--- config.mk ---
export PLATFORM = sky130hd
export DESIGN_NAME = jtframe_mr_ddrld
export DESIGN_NICKNAME = d
export VERILOG_FILES = /design/src/rtl/jtframe_mr_ddrld_pkg.sv /design/src/rtl/jtframe_mr_ddrld_buf.sv /design/src/rtl/jtframe_mr_ddrld.sv
export SDC_FILE = /design/constraint.sdc
export NUM_CORES = 2
export LEC_CHECK = 0
export ABC_AREA = 1
export ABC_CLOCK_PERIOD_IN_PS = 6800
export BUFFER_PORTS_ARGS = -buffer_cell sky130_fd_sc_hd__buf_2
export CAP_MARGIN = 20
export CORE_MARGIN = 2
export CORE_UTILIZATION = 30
export CTS_CLUSTER_DIAMETER = 100
export DETAILED_ROUTE_END_ITERATION = 12
export SLEW_MARGIN = 20
export SYNTH_ARGS = -nofsm -noshare
export SYNTH_HDL_FRONTEND = slang
export SYNTH_HIERARCHICAL = 1
export SYNTH_SLANG_ARGS = --single-unit
--- constraint.sdc ---
create_clock -name clk -period 6.8 [get_ports clk]
set_input_delay 1.36 -clock clk [delete_from_list [all_inputs] [get_ports clk]]
set_output_delay 1.36 -clock clk [all_outputs]
set_load 0.03 [all_outputs]
--- src/rtl/jtframe_mr_ddrld_pkg.sv ---
// Shared definitions for the DDR fast ROM loader: FSM states and DDR word geometry.
package jtframe_mr_ddrld_pkg;

  typedef enum logic [2:0] {
    StIdle,
    StReq,
    StFill,
    StDrain,
    StDone
  } state_e;

  localparam int unsigned DDR_WBYTES = 8;
  localparam int unsigned ByteSelW   = $clog2(DDR_WBYTES);
  localparam int unsigned BcntW      = 8;

endpackage

--- src/rtl/jtframe_mr_ddrld_buf.sv ---
// Burst buffer: simple dual-port RAM, one write port, registered read port.
module jtframe_mr_ddrld_buf #(
  parameter int unsigned Depth = 32,
  parameter int unsigned Aw    = 5
) (
  input  logic          clk,
  input  logic          we,
  input  logic [Aw-1:0] waddr,
  input  logic [63:0]   wdata,
  input  logic [Aw-1:0] raddr,
  output logic [63:0]   rdata
);

  logic [63:0] mem [Depth];

  always_ff @(posedge clk) begin
    if (we) mem[waddr] <= wdata;
    rdata <= mem[raddr];
  end

endmodule

--- src/rtl/jtframe_mr_ddrld.sv ---
// Fast ROM loader: reads the ROM image from DDR in bursts, buffers each burst and
// serialises it into the byte-wide prog_* download stream.
module jtframe_mr_ddrld
  import jtframe_mr_ddrld_pkg::*;
#(
  parameter logic [28:0] DDR_BASE = 29'h0600_0000,
  parameter int unsigned BURST    = 32,
  parameter int unsigned AW       = 27
) (
  input  logic              clk,
  input  logic              rst,
  input  logic              start,
  input  logic [AW-1:0]     rom_len,
  input  logic              ddr_busy,
  input  logic              ddr_dout_ready,
  input  logic [63:0]       ddr_dout,
  output logic [BcntW-1:0]  ddr_burstcnt,
  output logic [28:0]       ddr_addr,
  output logic              ddr_rd,
  output logic [AW-1:0]     prog_addr,
  output logic [7:0]        prog_data,
  output logic              prog_we,
  input  logic              prog_rdy,
  output logic              downloading,
  output logic              done
);

  localparam int unsigned BufAw = (BURST > 1) ? $clog2(BURST) : 1;

  state_e                state;
  logic [AW-1:0]         bytes_left;
  logic [28:0]           widx;
  logic [BcntW-1:0]      wptr, rptr, rptr_nxt;
  logic [ByteSelW-1:0]   bsel;
  logic [63:0]           buf_rdata;
  logic [BufAw-1:0]      buf_raddr;
  logic                  buf_we, byte_acc, last_byte, last_in_word, last_in_burst;

  // min(BURST, ceil(nbytes/8))
  function automatic logic [BcntW-1:0] burst_len(input logic [AW-1:0] nbytes);
    logic [AW:0] words;
    words = ({1'b0, nbytes} + (AW+1)'(DDR_WBYTES - 1)) >> ByteSelW;
    if (words > (AW+1)'(BURST)) return BcntW'(BURST);
    return words[BcntW-1:0];
  endfunction

  assign byte_acc      = (state == StDrain) && prog_we && prog_rdy;
  assign last_in_word  = bsel == ByteSelW'(DDR_WBYTES - 1);
  assign rptr_nxt      = rptr + 1'b1;
  assign last_in_burst = last_in_word && (rptr_nxt == ddr_burstcnt);
  assign last_byte     = bytes_left == AW'(1);
  assign buf_we        = (state == StFill) && ddr_dout_ready && (wptr < ddr_burstcnt);
  // Prefetch the next word on the accepting edge so it is ready for the next byte.
  assign buf_raddr     = (byte_acc && last_in_word) ? rptr_nxt[BufAw-1:0] : rptr[BufAw-1:0];

  jtframe_mr_ddrld_buf #(
    .Depth (BURST),
    .Aw    (BufAw)
  ) u_buf (
    .clk   (clk),
    .we    (buf_we),
    .waddr (wptr[BufAw-1:0]),
    .wdata (ddr_dout),
    .raddr (buf_raddr),
    .rdata (buf_rdata)
  );

  always_ff @(posedge clk) begin
    if (rst) begin
      state        <= StIdle;
      bytes_left   <= '0;
      widx         <= '0;
      wptr         <= '0;
      rptr         <= '0;
      bsel         <= '0;
      ddr_rd       <= 1'b0;
      ddr_addr     <= '0;
      ddr_burstcnt <= '0;
      prog_addr    <= '0;
      prog_data    <= '0;
      prog_we      <= 1'b0;
      downloading  <= 1'b0;
      done         <= 1'b0;
    end else begin
      done <= 1'b0;
      unique case (state)
        StIdle: begin
          if (start) begin
            if (rom_len != '0) begin
              bytes_left   <= rom_len;
              widx         <= DDR_BASE;
              prog_addr    <= '0;
              downloading  <= 1'b1;
              ddr_rd       <= 1'b1;
              ddr_addr     <= DDR_BASE;
              ddr_burstcnt <= burst_len(rom_len);
              state        <= StReq;
            end else begin
              done  <= 1'b1;
              state <= StDone;
            end
          end
        end
        StReq: begin
          if (!ddr_busy) begin
            ddr_rd <= 1'b0;
            wptr   <= '0;
            rptr   <= '0;
            bsel   <= '0;
            state  <= StFill;
          end
        end
        StFill: begin
          if (buf_we) wptr <= wptr + 1'b1;
          if (wptr == ddr_burstcnt) begin
            widx  <= widx + 29'(ddr_burstcnt);
            state <= StDrain;
          end
        end
        StDrain: begin
          if (!prog_we) begin
            prog_we   <= 1'b1;
            prog_data <= buf_rdata[{bsel, 3'b000} +: 8];
          end else if (prog_rdy) begin
            prog_we    <= 1'b0;
            bytes_left <= bytes_left - AW'(1);
            if (last_byte) begin
              // Pad bytes of the final word are simply never presented.
              done        <= 1'b1;
              downloading <= 1'b0;
              state       <= StDone;
            end else begin
              prog_addr <= prog_addr + 1'b1;
              bsel      <= bsel + 1'b1;
              if (last_in_word) rptr <= rptr_nxt;
              if (last_in_burst) begin
                ddr_rd       <= 1'b1;
                ddr_addr     <= widx;
                ddr_burstcnt <= burst_len(bytes_left - AW'(1));
                state        <= StReq;
              end
            end
          end
        end
        StDone: state <= StIdle;
        default: state <= StIdle;
      endcase
    end
  end

endmodule

# == Yosys cells after proc, flatten, opt, wreduce, memory -nomap -nowiden ==
# Memories as Yosys holds them, arrays and structs flattened. A register that Yosys moved wholly into a read port is not among the register bits.
# Cells that the tools add are included.
# classes
n_addsub,8
n_lt_le_gt_ge,3
eq_ne,19
n_shift,1
mux,88
bitwise,1
n_reduce_logical,24
# ops
operator,count
27-bit two-way mux,9
29-bit two-way mux,7
8-bit two-way mux,16
29-bit one-hot mux with 2 select lines,2
27-bit one-hot mux with 2 select lines,2
64-bit by 7-bit variable part select with 8-bit output,1
"27-bit by 3-bit adder with 28-bit output, second input constant",2
"25-bit by 6-bit greater-than comparator with 1-bit output, second input constant",2
8-bit one-hot mux with 2 select lines,3
3-bit two-way mux,12
1-bit two-way mux,31
29-bit by 8-bit adder with 29-bit output,1
"27-bit by 1-bit adder with 27-bit output, second input constant",1
"27-bit by 1-bit == test with 1-bit output, second input constant",1
27-bit nonzero test,1
"27-bit by 1-bit subtractor with 27-bit output, second input constant",1
6-bit AND reduction,4
"2-bit != test, second input constant",10
"8-bit by 1-bit adder with 8-bit output, second input constant",2
8-bit == test,2
3-bit one-hot mux with 4 select lines,1
5-bit AND reduction,2
8-bit < comparator,1
8-bit AND reduction,1
19 further kinds,29
# totals
register_bits,154
ramBits,2048
mem_count,1
# mem_list
name,depth,width,rd,rd_ports_with_merged_regs,write_ports,line_no,text
u_buf.mem,32,64,1,1,1,jtframe_mr_ddrld_buf.sv:14,logic [63:0] mem [Depth];

# == Logic depth before layout (Yosys ltp) ==
# depth
word_depth,16
depth_mapped,22
depth_no_buf,22

# == By module ==
# The synthesis kept the hierarchy.
# by_module_without_submodules
mod,instances,cells_per_inst,area_each_um2,seq_area_each_um2
jtframe_mr_ddrld_buf,1,6768,83022.1,62780.2
jtframe_mr_ddrld,1,1681,10617.7,3083.0

# == Worst setup path after synthesis ==
# No wires, ideal clock.
# synth_path
path_kind,in2reg
start,in ddr_dout_ready
end,"mem u_buf.mem[31][0], enable pin"
arrival_ns,4.820
t_required_ns,6.313
slack_ns,1.493
path_stages,4
path_buffers,0
cell_sequence,nand2_1 > a211oi_1 > nand3_1 > nor2_1
# synth_via
elab_chain_cells,4
# synth_rtl
element,line_no,text
"start, declared",jtframe_mr_ddrld.sv:15,"input logic ddr_dout_ready,"
1-bit logical AND (2 in series),jtframe_mr_ddrld.sv:52,assign buf_we = (state == StFill) && ddr_dout_ready && (wptr < ddr_burstcnt);
via buf_we,jtframe_mr_ddrld.sv:37,"logic buf_we, byte_acc, last_byte, last_in_word, last_in_burst;"
1-bit two-way mux,jtframe_mr_ddrld_buf.sv:17,if (we) mem[waddr] <= wdata;
1-bit two-way mux (not written as such),jtframe_mr_ddrld_buf.sv:17,
"end, declared",jtframe_mr_ddrld_buf.sv:14,
# The timed path passes the listed nets, and every way through them passes these cells.

# == Worst setup path after layout ==
# layout_path
start,reg state[0]
end,"reg u_buf.rdata[19], read port of u_buf.mem"
# layout_via
elab_chain_cells,5
# layout_rtl
element,line_no,text
"start, declared",jtframe_mr_ddrld.sv:30,state_e state;
"start signal, assigned",jtframe_mr_ddrld.sv:70,state <= StIdle;
"start signal, assigned",jtframe_mr_ddrld.sv:97,state <= StReq;
"start signal, assigned",jtframe_mr_ddrld.sv:100,state <= StDone;
3-bit by 2-bit == test with 1-bit output,jtframe_mr_ddrld.sv:47,assign byte_acc = (state == StDrain) && prog_we && prog_rdy;
1-bit logical AND (2 in series),jtframe_mr_ddrld.sv:47,
1-bit logical AND,jtframe_mr_ddrld.sv:54,assign buf_raddr = (byte_acc && last_in_word) ? rptr_nxt[BufAw-1:0] : rptr[BufAw-1:0];
5-bit two-way mux,jtframe_mr_ddrld.sv:54,
via buf_raddr[2],jtframe_mr_ddrld.sv:36,logic [BufAw-1:0] buf_raddr;
"end, declared",jtframe_mr_ddrld_buf.sv:11,output logic [63:0] rdata
# The timed path passes the listed nets, and every way through them passes these cells.
# A chain may end at the register's enable or synchronous reset.

==> flow_summary.json <==
{
  "status": "complete, no violations",
  "drive_above_1_share_pct": 8.470,
  "final_cell_mix": "nand2_1 (2809), edfxtp_1 (2048), nand3_1 (1886)",
  "synth_edf_count": 2048,
  "grt_pass1_wl_um": 407300,
  "layout_commonest_cell": "nand2_1",
  "start_util_pct": 30.10,
  "ys_seq_area_share_pct": 70.34,
  "tritoncts": "done",
  "clockRootBuffer": "clkbuf_16",
  "syn_avg_cell_area_um2": 11.08,
  "met3_length_um": 20610,
  "min_period_ns": 4.578,
  "path_class": "reg -> reg",
  "seq_power_share_pct": 51.1,
  "drc": 0,
  "slowest_delay_ns": 0.63,
  "synth_top_flop_cell": "edfxtp_1",
  "ctsResizeCount": 0,
  "max_freq_mhz": 218.5,
  "insertion_delay_ns": 0.87,
  "async_flop_share_pct": 0,
  "peakVddDrop_mv": 0.2278,
  "antenna_left": 0,
  "path_clk_slew_ns": 0.06,
  "finalHoldViolCount": 0,
  "reg2reg_to": "u_buf/rdata[19]",
  "cp_max_fo": 74,
  "nFillCells": 30491,
  "die-area_mm2": 0.3166,
  "combPwrFrac_pct": 9.9,
  "die_width_um": 562.7,
  "grt_pass1_vias": 61596,
  "cts_max_path_buffers": 3,
  "crit_required_ns": 7.60,
  "portBuffers": 172,
  "maxCapViolCount": 0,
  "layout_setup_ws_ns": 2.222,
  "setup_viol": 0,
  "dp_cells": 12408,
  "h-tree-depth": 4,
  "fin_nets": 8616,
  "arrival_ns": 5.38,
  "intPower_uw": 22970,
  "p_per_area_mw_per_mm2": 289.9,
  "rr_startpoint": "state[0]",
  "holdBufCountCts": 0,
  "routed_wl_um": 276300,
  "hp-class": "reg -> reg",
  "postCtsSetupBuffers": 0,
  "timing.reg2reg.setup_slack_ns": 2.22,
  "clkPwrFrac_pct": 39.0,
  "top_layer": "met5",
  "grt_antenna_before_repair": 38,
  "routabilityCongestion": 0.8372,
  "crit_chain": "inv_1, nor2_1, inv_2, nor2_4, inv_2, nor2_1, nand2_1, nand2_1, o21ai_4, buf_4, inv_8, buf_4, nand3_1, nand3_1, nand3_1, nand2_1",
  "min_period_over_period_pct": 67.32,
  "synth-seq-cells": 2266,
  "row_count": 205,
  "drt_pre_antenna_iters": 6,
  "syn2layout_area_growth_pct": 13.43,
  "tns_ns": 0,
  "hp-start": "ddr_addr[0]",
  "dp_hpwl_um": 150400,
  "final_max_slew_viol_count": 0,
  "die_y_um": 562.7,
  "sw_frac_of_total_pct": 25.39,
  "core_mm2": 0.3111,
  "r2r_cells": 16,
  "grt_max_degree": 197,
  "drt_iter0_drc": 6723,
  "synth_nets": 8571,
  "cp-start-kind": "register",
  "critPathSlowestCell": "buf_4",
  "syn_inst": 8449,
  "track_usage_pct": 16.91,
  "p_leak_uw": 0.03711,
  "dp_slack_ns": 1.912,
  "p_sw_uw": 7818,
  "ys_warn_count": 6,
  "gr-total-overflow": 0,
  "wire_per_inst_um": 21.52,
  "whs_path_depth": 2,
  "whs_endpoint": "ddr_addr[0]",
  "fin_util_pct": 34.14,
  "wl_met1_um": 115100,
  "vias_per_cell": 5.080,
  "endpoint_kind": "register",
  "instances_no_fill": 12841,
  "synth.distinct_cells": 55,
  "wl_met2_um": 130400,
  "maxSlewHeadroom_pct": 17.45,
  "worst_pin_slew_ns": 1.225,
  "cts.sinks": 2266,
  "vias": 65229,
  "rsz0062_at_grt": "no",
  "synth_area_mm2": 0.09364,
  "fin_skew_ns": 0.03902,
  "num_io_pins": 173,
  "cts_buffers": 224
}
-- state kept, by name, summed over array words and instances (netlist names), 27 cells and up --
| name | count |
|---|---|
| widx | 29 |
| bytes_left | 27 |
| ddr_addr | 29 |
| u_buf/mem | 2048 |
| u_buf/rdata | 64 |
| prog_addr | 27 |
-- area by class of cell --
| class | count | area, µm² | share of cell area (%) |
|---|---|---|---|
| Tap cell | 4140 | 5180 | 4.877 |
| Clock buffer | 309 | 6221 | 5.857 |
| Clock inverter | 113 | 907.1 | 0.8540 |
| Multi-Input combinational cell | 5493 | 24940 | 23.48 |
| Antenna cell | 11 | 27.53 | 0.02592 |
| Sequential cell | 2266 | 65860 | 62.01 |
| Inverter | 205 | 808.3 | 0.7610 |
| Timing Repair Buffer | 304 | 2272 | 2.139 |
-- power by group through the flow --
stage	sequential, µW	combinational (µW)	clock (µW)
2_1_floorplan	15900	2040	0
3_3_place_gp	16000	2970	0
3_5_place_dp	16000	3010	0
4_1_cts	15700	3030	12200
5_1_grt	15700	3390	12700
6_report	15700	3040	12000
-- metal layers --
metal	vias up	GRT usage (%)
met5	-	0
met4	8	6.424
met3	508	2.532
met2	2581	27.78
met1	32413	22.51
li1	29719	-
-- worst max-delay path: cells and delay by family (launching register included) --
kind / cells / cell delay (ns)
AO/OA/AOI/OAI: 1 / 0.07
flip-flops: 1 / 0.33
AND/OR/NAND/NOR: 9 / 2.05
buffers and inverters: 6 / 1.98
-- worst max path at each step --
stage | to | slack [ns] | startpoint
after floorplan | u_buf/mem[31][0] | 1.49 | ddr_dout_ready
after global placement | u_buf/rdata[19] | 1.89 | prog_rdy
after detailed placement | u_buf/rdata[19] | 1.91 | prog_rdy
after CTS | u_buf/rdata[19] | 2.30 | state[0]
after global routing | u_buf/rdata[54] | 2.02 | state[0]
final | u_buf/rdata[19] | 2.22 | state[0]
-- through the flow --
stage                     cell area, µm²  power, µW  hold slack [ns]
after detailed placement           99060      19030           0.4530
after floorplan                    93640      17980           0.4221
after global placement             99050      18980           0.4437
final                             106200      30790           0.4660
after CTS                         106200      30970           0.4623
after global routing              106200      31870           0.4918
-- logic make-up after synthesis --
kind of cell | share of synthesized area (%)
xor gates and xnor gates | 0.3808
AOI/OAI and AO/OA | 1.852
DFF | 70.34
muxes | 0.08552
buffers and inverters | 3.359
and+or+nand+nor | 23.64
adders and majority gates | 0.3421
-- cell usage after synthesis (15+ instances only) --
cell	instances	area, µm²
a211oi_1	15	112.6
a21oi_1	121	605.6
a221oi_1	15	131.4
buf_1	45	168.9
buf_2	283	1416
buf_4	36	270.3
clkbuf_1	113	424.2
dfxtp_1	218	4364
edfxtp_1	2048	61500
ha_1	24	300.3
inv_1	186	698.2
inv_2	17	63.81
nand2_1	2809	10540
nand3_1	1886	9439
nand4_1	59	369.1
nor2_1	236	885.9
nor2_4	15	168.9
nor3_1	55	275.3
nor4_1	16	100.1
o21ai_0	92	460.4
xor2_1	29	254.0
Power figures use the tool's default switching activity.
